`config.mk`:
```
export PLATFORM = sky130hd
export DESIGN_NAME = serial_adder
export DESIGN_NICKNAME = d
export VERILOG_FILES = /design/src/rtl/serial_adder.sv
export SDC_FILE = /design/constraint.sdc
export NUM_CORES = 1
export LEC_CHECK = 0
export ABC_AREA = 0
export BUFFER_PORTS_ARGS = -buffer_cell sky130_fd_sc_hd__buf_2
export CAP_MARGIN = 20
export CORE_MARGIN = 2
export CORE_UTILIZATION = 25
export CTS_CLUSTER_SIZE = 20
export DETAILED_ROUTE_END_ITERATION = 10
export GPL_TIMING_DRIVEN = 0
export MAX_ROUTING_LAYER = met4
export PLACE_DENSITY = 0.41
export SKIP_CTS_REPAIR_TIMING = 1
export SYNTH_ARGS = -nofsm -noshare
export SYNTH_HDL_FRONTEND = slang
export SYNTH_SLANG_ARGS = --single-unit
```
`constraint.sdc`:
```
create_clock -name clk -period 1.5 [get_ports clk]
set_clock_uncertainty 0.05 [all_clocks]
set_input_delay 0.225 -clock clk [delete_from_list [all_inputs] [get_ports clk]]
set_output_delay 0.225 -clock clk [all_outputs]
set_load 0.02 [all_outputs]
```
`src/rtl/serial_adder.sv`:
```
// Bit-serial adder/subtractor: one full-adder cell processes the operands
// LSB-first, one bit per clock, with a registered carry between bits.
module serial_adder #(
  parameter int WIDTH = 8
) (
  input  logic             clk,
  input  logic             rst_n,
  input  logic             start,
  input  logic             sub,
  input  logic [WIDTH-1:0] a,
  input  logic [WIDTH-1:0] b,
  input  logic             cin,
  output logic             busy,
  output logic             done,
  output logic [WIDTH-1:0] sum,
  output logic             cout
);

  // Counter only needs to reach WIDTH-1; keep at least one bit for WIDTH=1.
  localparam int CW = (WIDTH > 1) ? $clog2(WIDTH) : 1;

  typedef enum logic [1:0] {
    IDLE = 2'd0,
    RUN  = 2'd1,
    DONE = 2'd2
  } state_t;

  state_t           state_reg, state_next;
  logic [WIDTH-1:0] a_reg, a_next;
  logic [WIDTH-1:0] b_reg, b_next;
  logic [WIDTH-1:0] sum_reg, sum_next;
  logic             carry_reg, carry_next;
  logic             cout_reg, cout_next;
  logic [CW-1:0]    cnt_reg, cnt_next;

  logic             fa_s;
  logic             fa_co;
  logic             last_bit;

  assign fa_s     = a_reg[0] ^ b_reg[0] ^ carry_reg;
  assign fa_co    = (a_reg[0] & b_reg[0]) | (carry_reg & (a_reg[0] ^ b_reg[0]));
  assign last_bit = (cnt_reg == CW'(WIDTH - 1));

  always_comb begin
    state_next = state_reg;
    a_next     = a_reg;
    b_next     = b_reg;
    sum_next   = sum_reg;
    carry_next = carry_reg;
    cout_next  = cout_reg;
    cnt_next   = cnt_reg;

    case (state_reg)
      IDLE: begin
        if (start) begin
          state_next = RUN;
          a_next     = a;
          // Subtraction is a + ~b + 1: invert B and force the carry-in.
          b_next     = sub ? ~b : b;
          carry_next = sub ? 1'b1 : cin;
          cnt_next   = '0;
          sum_next   = '0;
        end
      end

      RUN: begin
        a_next               = a_reg >> 1;
        b_next               = b_reg >> 1;
        sum_next             = sum_reg >> 1;
        sum_next[WIDTH-1]    = fa_s;
        carry_next           = fa_co;
        if (last_bit) begin
          // Hold the counter on the final bit so it never wraps.
          state_next = DONE;
          cout_next  = fa_co;
        end else begin
          cnt_next = cnt_reg + CW'(1);
        end
      end

      DONE: begin
        state_next = IDLE;
      end

      default: begin
        state_next = IDLE;
      end
    endcase
  end

  always_ff @(posedge clk or negedge rst_n) begin
    if (!rst_n) begin
      state_reg <= IDLE;
      a_reg     <= '0;
      b_reg     <= '0;
      sum_reg   <= '0;
      carry_reg <= 1'b0;
      cout_reg  <= 1'b0;
      cnt_reg   <= '0;
    end else begin
      state_reg <= state_next;
      a_reg     <= a_next;
      b_reg     <= b_next;
      sum_reg   <= sum_next;
      carry_reg <= carry_next;
      cout_reg  <= cout_next;
      cnt_reg   <= cnt_next;
    end
  end

  assign busy = (state_reg != IDLE);
  assign done = (state_reg == DONE);
  assign sum  = sum_reg;
  assign cout = cout_reg;

endmodule

```
==> impl_metrics.csv <==
group,metric,value,unit
finish,antenna_cells,0,
power_and_ir_drop,p_leak,0.8822,nW
cts,clk_pin_slew,0.07,ns
power_and_ir_drop,p_seq_frac,0.371,
drt,vias,1116,
sta,drv_slew,0,
power_and_ir_drop,switching_share,0.3455,
power_and_ir_drop,power.internal,2.376,mW
power_and_ir_drop,clock_power_share,0.236,
drt,postRouteAntennaNets,0,
cts,cts_sinks,31,
power_and_ir_drop,total_power,3.631,mW
sta,max_slew_margin,0.5335,
die,core-area,5574,µm²
cts,htree_num_levels,2,
critical_path,crit_path_max_fanout,6,
placement,hpwl,2359,µm
grt,grt_pass1_vias,1127,
drt,avgRoutedWirePerCell,13.23,µm
finish,final_common_cell,"buf_2",
drt,wl,3280,µm
grt,grt_pass1_wl,5388,µm
finish,nNetsFinal,199,
power_and_ir_drop,p_comb_frac,0.393,
synthesis,syn-num-nets,157,
grt,gr-total-overflow,0,
die,dieArea,6483,µm²
sta,setup_viol,0,
placement,place_area,1704,µm²
critical_path,required,1.22,ns
synthesis,postSynthCellCount,133,
synthesis,synth-seq-cells,31,
die,die_h,80.52,µm
drt,first_iter_violations,52,
synthesis,ys_warn_count,0,
die,ios,32,
sta,max_freq,685.9,MHz
finish,stdcell_area,1893,µm²
grt,grt_usage,0.1129,
grt,antenna_found_initial,0,
cts,cts_inserted_buffers,5,
finish,drive_above_1_share,0.3295,
drt,vias_per_cell,4.500,
die,rows,27,
placement,gp_congestion,0.7678,
synthesis,seq_area_frac_synth,0.5299,
drt,drc_errors,0,
sta,fin_crit_sh,0.9719,
cts,cts_root_buf,"clkbuf_8",
synthesis,synth.distinct_cells,25,
synthesis,syn_avg_cell_area,11.01,µm²
finish,final_cells,248,
sta,tns,0,ns
grt,grt_max_degree,32,
critical_path,path_class,"reg2out",
die,start_util,0.2626,
sta,rsz0062_at_grt,"true",
power_and_ir_drop,switchingPower,1.255,mW
drt,dr.pass1.iters,4,
die,die_width,80.52,µm
sta,whs,0.1602,ns
power_and_ir_drop,irDropWorstVdd,0.0006121,V
cts,clock_path_buffers,2,
sta,hold_viol_final,0,
cts,cts_tree,"built",
critical_path,critPathArrivalTime,1.18,ns
cts,clkLatencyLatePin,0.28,ns
critical_path,endpoint_kind,"output port",
placement,placed_cells,235,
critical_path,critPathLaunchType,"flop",
run_status,outcome,"completed",
sta,min_period,1.458,ns
finish,layout_common_cells,"buf_2, dfrtp_1, nand2_1",
placement,portBuffers,30,
sta,worst_slew_pin_slew,0.6998,ns
synthesis,netlist_area,1464,µm²
finish,area_delta_synth_final,29.32,%
run,cap_violations,0,
min_path,hp-class,"in2reg",
power_and_ir_drop,p_per_area,1918,nW/µm²
## worst paths after layout
check,startpoint,endpoint,slack [ns],cells after the start
worst max register to register,cnt_reg[0]$_DFFE_PN0P_,cnt_reg[0]$_DFFE_PN0P_,0.08,4
worst min-delay path,a[7],a_reg[7]$_DFFE_PN0P_,0.16,2
worst min register to register,a_reg[0]$_DFFE_PN0P_,a_reg[0]$_DFFE_PN0P_,0.44,2
worst max-delay path,state_reg[1]$_DFFE_PN0P_,busy,0.04,4
min in group asynchronous,rst_n,carry_reg$_DFFE_PN0P_,0.48,2
max in group asynchronous,rst_n,state_reg[1]$_DFFE_PN0P_,0.43,2
## final cells by class
| class | instances | area (µm²) |
|---|---|---|
| Clock buffer | 6 | 82.58 |
| Buffer | 9 | 65.06 |
| Timing Repair Buffer | 35 | 192.7 |
| Inverter | 6 | 22.52 |
| Sequential cell | 31 | 777.0 |
| Clock inverter | 2 | 35.03 |
| Tap cell | 72 | 90.09 |
| Multi-Input combinational cell | 87 | 628.1 |
| Fill cell | 575 | 3681 |
## cells in the mapped netlist, drive strengths merged
cell type	number	area (µm²)
a22o	12	105.1
nor2	3	11.26
xnor2	8	70.07
fa	1	20.02
clkbuf	1	3.750
inv	6	22.52
o21ai	11	55.05
a22oi	4	30.03
o211ai	7	52.55
mux2	1	11.26
a21oi	1	5.000
o21bai	1	11.26
buf	8	53.80
and2	1	6.260
nand3b	7	52.55
nor2b	3	18.77
ha	2	25.02
nand2	19	71.32
nor3	1	10.01
o31ai	1	12.51
dfrtp	31	775.7
a32o	1	10.01
mux2i	3	30.03
## routing by layer
layer  wire [µm]  global-route usage
met5           0                   -
met4          32             0.04068
met3         191             0.03146
met2        1515              0.1792
met1        1540              0.1377
## through the flow
step,worst slack [ns],util
6_report,0.04210,0.3396
5_1_grt,-0.01936,0.3396
4_1_cts,-0.2525,0.3268
3_5_place_dp,0.008098,0.3057
3_3_place_gp,0.02600,0.3057
2_1_floorplan,0.1058,-
## critical path: stages, from the launching register on
cell     delay [ns]
dfrtp_2        0.44
buf_4          0.15
nor2_4         0.09
inv_1          0.06
buf_2          0.15
## logic make-up after synthesis
group / share of synthesized area
DFF: 0.5299
buffers and inverters: 0.05470
AOI/OAI and AO/OA: 0.1923
xor gates and xnor gates: 0.04787
adders and majority gates: 0.03077
and+or+nand+nor: 0.1162
muxes: 0.02821
## power by group through the flow
stage | registers, mW | clock network (mW) | logic (mW)
2_1_floorplan | 1.42 | 0 | 0.897
5_1_grt | 1.39 | 0.924 | 1.61
6_report | 1.35 | 0.855 | 1.43
3_5_place_dp | 1.36 | 0 | 1.36
3_3_place_gp | 1.35 | 0 | 1.32
4_1_cts | 1.35 | 0.880 | 1.36
Note: power is estimated with default switching activity, not from simulation.
